===== src/rtl/kb_pkg.sv =====
// rtl/kb_pkg.sv - shared constants, parser state encoding and decoded-byte record for the key tracker
package kb_pkg;

  localparam logic [7:0] BREAK_CODE = 8'hF0;
  localparam logic [7:0] EXT_CODE   = 8'hE0;

  // Prefix parser states; EXT/EXT_BRK are only reachable with extended-prefix support built in
  typedef enum logic [1:0] {
    ST_IDLE    = 2'd0,
    ST_EXT     = 2'd1,
    ST_BRK     = 2'd2,
    ST_EXT_BRK = 2'd3
  } kb_state_t;

  // One decoded scan-code event: a make or break of a (possibly extended) code
  typedef struct packed {
    logic       valid;
    logic       is_break;
    logic       is_ext;
    logic [7:0] code;
  } kb_rec_t;

  function automatic kb_rec_t make_rec(input logic is_break, input logic is_ext, input logic [7:0] code);
    kb_rec_t r;
    r.valid    = 1'b1;
    r.is_break = is_break;
    r.is_ext   = is_ext;
    r.code     = code;
    return r;
  endfunction

  // Index of the lowest set bit; 0 when the vector is empty
  function automatic logic [3:0] lowest_index(input logic [15:0] vec);
    logic [3:0] idx;
    idx = 4'd0;
    for (int i = 15; i >= 0; i--) begin
      if (vec[i]) idx = 4'(i);
    end
    return idx;
  endfunction

endpackage


===== src/rtl/kb_scan_parser.sv =====
// rtl/kb_scan_parser.sv - PS/2 break/extended prefix FSM; KB_EXT_PREFIX_EN enables the 0xE0 prefix states
module kb_scan_parser
  import kb_pkg::*;
(
  input  logic       clk,
  input  logic       rst,
  input  logic       scan_done_tick,
  input  logic [7:0] scan_code,
  input  logic       clr,
  output kb_rec_t    rec
);

  kb_state_t state;

  // Prefix state machine with the decoded record registered one cycle after the byte strobe
  always_ff @(posedge clk or posedge rst) begin
    if (rst) begin
      state <= ST_IDLE;
      rec   <= '0;
    end else if (clr) begin
      // clr also kills any record still in flight so no stale event reaches the tracker
      state <= ST_IDLE;
      rec   <= '0;
    end else begin
      rec <= '0;
      if (scan_done_tick) begin
        case (state)
          ST_IDLE: begin
            if (scan_code == BREAK_CODE) begin
              state <= ST_BRK;
`ifdef KB_EXT_PREFIX_EN
            end else if (scan_code == EXT_CODE) begin
              state <= ST_EXT;
`endif
            end else begin
              rec   <= make_rec(1'b0, 1'b0, scan_code);
              state <= ST_IDLE;
            end
          end
`ifdef KB_EXT_PREFIX_EN
          ST_EXT: begin
            if (scan_code == BREAK_CODE) begin
              state <= ST_EXT_BRK;
            end else if (scan_code == EXT_CODE) begin
              state <= ST_EXT;
            end else begin
              rec   <= make_rec(1'b0, 1'b1, scan_code);
              state <= ST_IDLE;
            end
          end
          ST_EXT_BRK: begin
            // A second prefix here is malformed; drop it and resynchronise
            if (scan_code != BREAK_CODE && scan_code != EXT_CODE) begin
              rec <= make_rec(1'b1, 1'b1, scan_code);
            end
            state <= ST_IDLE;
          end
`endif
          ST_BRK: begin
`ifdef KB_EXT_PREFIX_EN
            if (scan_code != BREAK_CODE && scan_code != EXT_CODE) begin
`else
            if (scan_code != BREAK_CODE) begin
`endif
              rec <= make_rec(1'b1, 1'b0, scan_code);
            end
            state <= ST_IDLE;
          end
          default: state <= ST_IDLE;
        endcase
      end
    end
  end

endmodule


===== src/rtl/kb_multi_key_tracker.sv =====
// rtl/kb_multi_key_tracker.sv - held-state and press/release events for programmed keys; KB_EXT_PREFIX_EN honours key_ext
module kb_multi_key_tracker
  import kb_pkg::*;
#(
  parameter int NUM_KEYS = 4,
  parameter int IDX_W    = (NUM_KEYS > 1) ? $clog2(NUM_KEYS) : 1
) (
  input  logic                  clk,
  input  logic                  reset,
  input  logic                  scan_done_tick,
  input  logic [7:0]            scan_code,
  input  logic [NUM_KEYS*8-1:0] key_codes,
  input  logic [NUM_KEYS-1:0]   key_ext,
  input  logic                  clr,
  output logic [NUM_KEYS-1:0]   key_down,
  output logic                  any_down,
  output logic                  press_tick,
  output logic                  release_tick,
  output logic [IDX_W-1:0]      event_idx
);

  kb_rec_t             rec;
  logic [NUM_KEYS-1:0] match;
  logic [NUM_KEYS-1:0] hit;
  logic [15:0]         hit_pad;
  logic [3:0]          low_idx;

  kb_scan_parser u_parser (
    .clk            (clk),
    .rst            (reset),
    .scan_done_tick (scan_done_tick),
    .scan_code      (scan_code),
    .clr            (clr),
    .rec            (rec)
  );

`ifndef KB_EXT_PREFIX_EN
  // Without prefix support the extension bits carry no meaning
  logic unused_ext;
  assign unused_ext = ^{key_ext, rec.is_ext};
`endif

  // Compare the decoded code against every programmed key
  always_comb begin
    match = '0;
    for (int i = 0; i < NUM_KEYS; i++) begin
`ifdef KB_EXT_PREFIX_EN
      match[i] = (key_codes[8*i +: 8] == rec.code) && (key_ext[i] == rec.is_ext);
`else
      match[i] = (key_codes[8*i +: 8] == rec.code);
`endif
    end
  end

  // Keys that actually change: makes only affect released keys, breaks only held ones
  always_comb begin
    hit = '0;
    if (rec.valid) begin
      hit = rec.is_break ? (match & key_down) : (match & ~key_down);
    end
    hit_pad                = '0;
    hit_pad[NUM_KEYS-1:0]  = hit;
    low_idx                = lowest_index(hit_pad);
  end

  // Held-key state, summary flag and one-cycle event pulses
  always_ff @(posedge clk or posedge reset) begin
    if (reset) begin
      key_down     <= '0;
      any_down     <= 1'b0;
      press_tick   <= 1'b0;
      release_tick <= 1'b0;
      event_idx    <= '0;
    end else begin
      press_tick   <= 1'b0;
      release_tick <= 1'b0;
      if (clr) begin
        key_down <= '0;
        any_down <= 1'b0;
      end else if (|hit) begin
        if (rec.is_break) begin
          key_down     <= key_down & ~hit;
          any_down     <= |(key_down & ~hit);
          release_tick <= 1'b1;
        end else begin
          key_down   <= key_down | hit;
          any_down   <= 1'b1;
          press_tick <= 1'b1;
        end
        event_idx <= low_idx[IDX_W-1:0];
      end
    end
  end

endmodule


===== config.mk =====
export PLATFORM = sky130hd
export DESIGN_NAME = kb_multi_key_tracker
export DESIGN_NICKNAME = d
export VERILOG_FILES = /design/src/rtl/kb_pkg.sv /design/src/rtl/kb_scan_parser.sv /design/src/rtl/kb_multi_key_tracker.sv
export SDC_FILE = /design/constraint.sdc
export NUM_CORES = 1
export LEC_CHECK = 0
export BUFFER_PORTS_ARGS = -buffer_cell sky130_fd_sc_hd__buf_2
export CAP_MARGIN = 5
export CELL_PAD_IN_SITES_DETAIL_PLACEMENT = 0
export CELL_PAD_IN_SITES_GLOBAL_PLACEMENT = 1
export CORE_MARGIN = 2
export CORE_UTILIZATION = 35
export DETAILED_ROUTE_END_ITERATION = 10
export GPL_TIMING_DRIVEN = 1
export PLACE_DENSITY_LB_ADDON = 0.1
export SETUP_SLACK_MARGIN = 0.5
export SLEW_MARGIN = 20
export SYNTH_ARGS = -nofsm -noshare
export SYNTH_HDL_FRONTEND = slang
export SYNTH_SLANG_ARGS = --single-unit

===== constraint.sdc =====
create_clock -name clk -period 2.05 [get_ports clk]
set_input_delay 0.3075 -clock clk [delete_from_list [all_inputs] [get_ports clk]]
set_output_delay 0.3075 -clock clk [all_outputs]
set_load 0.01 [all_outputs]

==> summary.md <==
| Metric | Value |
|---|---|
| Share of post-route cells with drive strength above 1 | 53.3% |
| Sw Share | 25.0% |
| Leakage | 0.000820 uW |
| Area post-placement | 1620 um^2 |
| I/O pins | 57 |
| Post-detailed-route DRC marker count | 0 |
| Gate Count Post-Synth | 130 |
| Initial antenna violation count | 0 |
| Max-cap viol count | 0 |
| Number of port buffers | 52 |
| Data arrival time of the worst path | 1820 ps |
| First-pass detailed-route iteration total | 4 |
| Remaining antenna violation count after routing | 0 |
| Clock transition at the registers of the reported paths | 70 ps |
| Total Wirelength | 3070 um |
| Fraction of the cycle the final worst path needs | 81.5% |
| Horiz. Die Dim | 66.7 um |
| Clock share of power | 29.8% |
| Total vias in the final route | 1088 |
| Count of cells along the worst register-to-register path | 7 |
| Library cells used by synthesis | 26 |
| Slowest stage cell, crit path | dfrtp_2 |
| Area added between synthesis and finish | 32.0% |
| Fraction of power consumed by sequential logic | 50.5% |
| Reg-to-reg slack, setup | 380 ps |
| Worst clock skew on the final layout | 7.13 ps |
| Switching power of the nets | 211 uW |
| Syn nets | 178 |
| Starting DRC count in detailed routing | 26 |
| Hold WC Path Type | in2async |
| Post-Syn Area | 1370 um^2 |
| Die Outline Area | 4440 um^2 |
| Relative max-transition margin | 49.3% |
| IR drop worst, VDD | 0.219 mV |
| Via count of the first global-routing pass | 1140 |
| Vert. Die Dim | 66.7 um |
| Setup crit start kind | flop |
| Maximum clock frequency | 598 MHz |
| Proportion of synthesized chip area in sequential cells | 36.4% |
| Number of nets in the finished design | 234 |
| Clock tree root driver cell | clkbuf_8 |
| CTS H-tree depth | 1 |
| Cells along the critical path | xnor2_2 > nand4_2 > nor3_4 > buf_4 > nor2b_1 > nor2_1 > o22a_1 |
| CTS buffer count | 3 |
| Final Core Density | 48.8% |
| Internal | 632 uW |
| Global Route Usage Sum | 15.0% |
| Source of the worst register-to-register timing path | u_parser.rec[2]$_DFF_PP0_ |
| Row count | 22 |
| Post-route cell area | 1810 um^2 |
| Post-detail-place hpwl | 2380 um |
| Reg2Reg Capture Point | event_idx[0]$_DFFE_PP0P_ |
| Wire length of the first global-routing pass | 5000 um |
| Worst Setup EP | event_idx[0]$_DFFE_PP0P_ |
| Total congestion overflow | 0 |
| Slew Limit Fails | 0 |
| Number of hold-slack violations in the final timing report | 0 |
| Initial standard-cell utilization of the core | 37.0% |
| Maximum fanout along the worst path | 4 |
| CP Capture Type | flop |
| Worst setup path startpoint | u_parser.rec[2]$_DFF_PP0_ |
| P per Cell Area | 465 nW/um^2 |
| Power share of the combinational group | 19.8% |
| Floorplan core area | 3720 um^2 |
| Final-layout fill cell count | 383 |
| Setup repair after global routing missed its margin | true |
| Yosys warns | 0 |
| Average routed wire per standard cell | 13.2 um |
| Number of vias per cell after detailed routing | 4.69 |
| Data required time of the worst path | 2200 ps |
| Final setup violating endpoints | 0 |
| Buffer depth of the longest clock path | 2 |
| Longest individual stage delay on the worst path | 480 ps |
| Count of antenna diodes in the layout | 0 |
| Number of clock sinks | 20 |
| Post-layout minimum cycle time | 1670 ps |
| Yosys reg bits | 20 |
| Worst Setup Path Type | reg2reg |
| Global placer's final weighted congestion | 0.819 |
| TritonCTS clock tree | built |
| Least-Margin Pin Slew | 760 ps |
| Clock network latency to the later pin of the worst-skew pair | 260 ps |
| Per-instance average area after synthesis | 10.6 um^2 |
| Largest net degree at the start of global routing | 21 |
| Overall power | 843 uW |
| Setup tns final | 0 ps |
| Status | finished, final reports clean |
==> how the worst min path moves through the flow <==
stage | start | endpoint | slack, ps | depth (start not counted)
4_1_cts | reset | press_tick$_DFF_PP0_ | 220 | 2
6_report | reset | event_idx[0]$_DFFE_PP0P_ | 170 | 2
5_1_grt | reset | any_down$_DFFE_PP0P_ | 250 | 2
3_3_place_gp | reset | any_down$_DFFE_PP0P_ | 470 | 2
3_5_place_dp | event_idx[0]$_DFFE_PP0P_ | event_idx[0]$_DFFE_PP0P_ | 470 | 1
2_1_floorplan | reset | any_down$_DFFE_PP0P_ | 270 | 1
==> sequential cells by signal, indices dropped and copies added, names as in the netlist <==
signal	flops
press_tick	1
release_tick	1
u_parser.state	1
any_down	1
key_down	4
u_parser.rec	10
event_idx	2
==> per-layer routing <==
metal  part of all wire (%)  wire (um)  vias to the layer above  track usage [%]
li1                       -          -                      531                -
met1                     44       1360                      517             18.7
met2                     49       1490                       36             26.5
met3                    5.8        179                        4             1.18
met4                    1.4         42                        0             6.12
met5                      0          0                        -                0
==> worst max-delay path: cells and delay by family, from the launching register on <==
family                 cells  cell delay, ps
AO/OA/AOI/OAI              1             180
XOR/XNOR                   1             160
buffers and inverters      1             160
flip-flops                 1             480
AND/OR/NAND/NOR            4             580
==> synth_stat cells, drive strengths merged <==
cell type | instances | share of area, %
nand4 | 9 | 5.0
mux2 | 1 | 0.82
a211oi | 2 | 1.1
inv | 5 | 1.4
mux2i | 2 | 1.5
nor4 | 2 | 1.4
and2 | 9 | 4.1
dfrtp | 20 | 36
nor2 | 12 | 3.3
buf | 9 | 6.2
or4 | 1 | 0.55
o22a | 2 | 1.3
clkbuf | 1 | 0.27
nor2b | 5 | 2.3
xnor2 | 36 | 27
o22ai | 1 | 0.46
o21ai | 1 | 0.36
nand2 | 5 | 1.4
nor3 | 7 | 5.8
==> cells by family (layout without fill, tap and decap cells) <==
logic type | Yosys count | in the layout | share of synthesized area (%)
AO/OA/AOI/OAI | 6 | 6 | 3.19
XOR/XNOR | 36 | 36 | 26.5
buffers and inverters | 15 | 69 | 7.83
flip-flops | 20 | 20 | 36.4
multiplexers | 3 | 3 | 2.28
AND/OR/NAND/NOR | 50 | 50 | 23.8
==> timing repair <==
item / in CTS / in global routing
setup buffers: 6 / 1
hold buffers: 0 / 0
setup endpoints to repair: 7 / 8
resized for setup: 8 / 15
pin swaps: 14 / 15
==> layout make-up <==
| type | instances | area, um^2 | share of cell area, % |
|---|---|---|---|
| clock buffers | 3 | 41.3 | 2.28 |
| inverters | 5 | 18.8 | 1.04 |
| multi-input cells | 95 | 846 | 46.7 |
| flip-flops and latches | 20 | 512 | 28.2 |
| well taps | 48 | 60.1 | 3.31 |
| repair buffers | 61 | 335 | 18.5 |
==> through the flow <==
stage | instances | setup WS [ps] | hold slack [ps]
detailed placement | 222 | 242 | 473
finish | 232 | 378 | 173
floorplan | 130 | 474 | 271
global placement | 222 | 255 | 472
CTS | 231 | 325 | 217
global route | 232 | 233 | 251
==> cells in the final DEF, fill, tap and decap left out <==
cell      count
o22a_1        2
clkbuf_8      3
nor3_1        3
nor2_2        1
buf_2        52
nand4_1       7
mux2_2        1
o22ai_1       1
xnor2_2      13
a211oi_2      2
and2_1        9
nor3_4        4
o21ai_0       1
buf_6         2
dfrtp_1      11
buf_4         7
dfrtp_2       9
nand2_1       5
nor2_1       11
nor4_1        1
xnor2_4       1
mux2i_1       2
or4_1         1
nor4_2        1
inv_1         5
xnor2_1      22
nor2b_1       5
nand4_2       2
==> power by group through the flow <==
stage	registers, uW	clock network, uW	logic (uW)
final	425	251	166
after global routing	427	277	184
after CTS	423	253	158
after detailed placement	430	0	155
after global placement	430	0	152
after floorplan	419	0	109
Note: power is estimated with default switching activity, not from simulation.
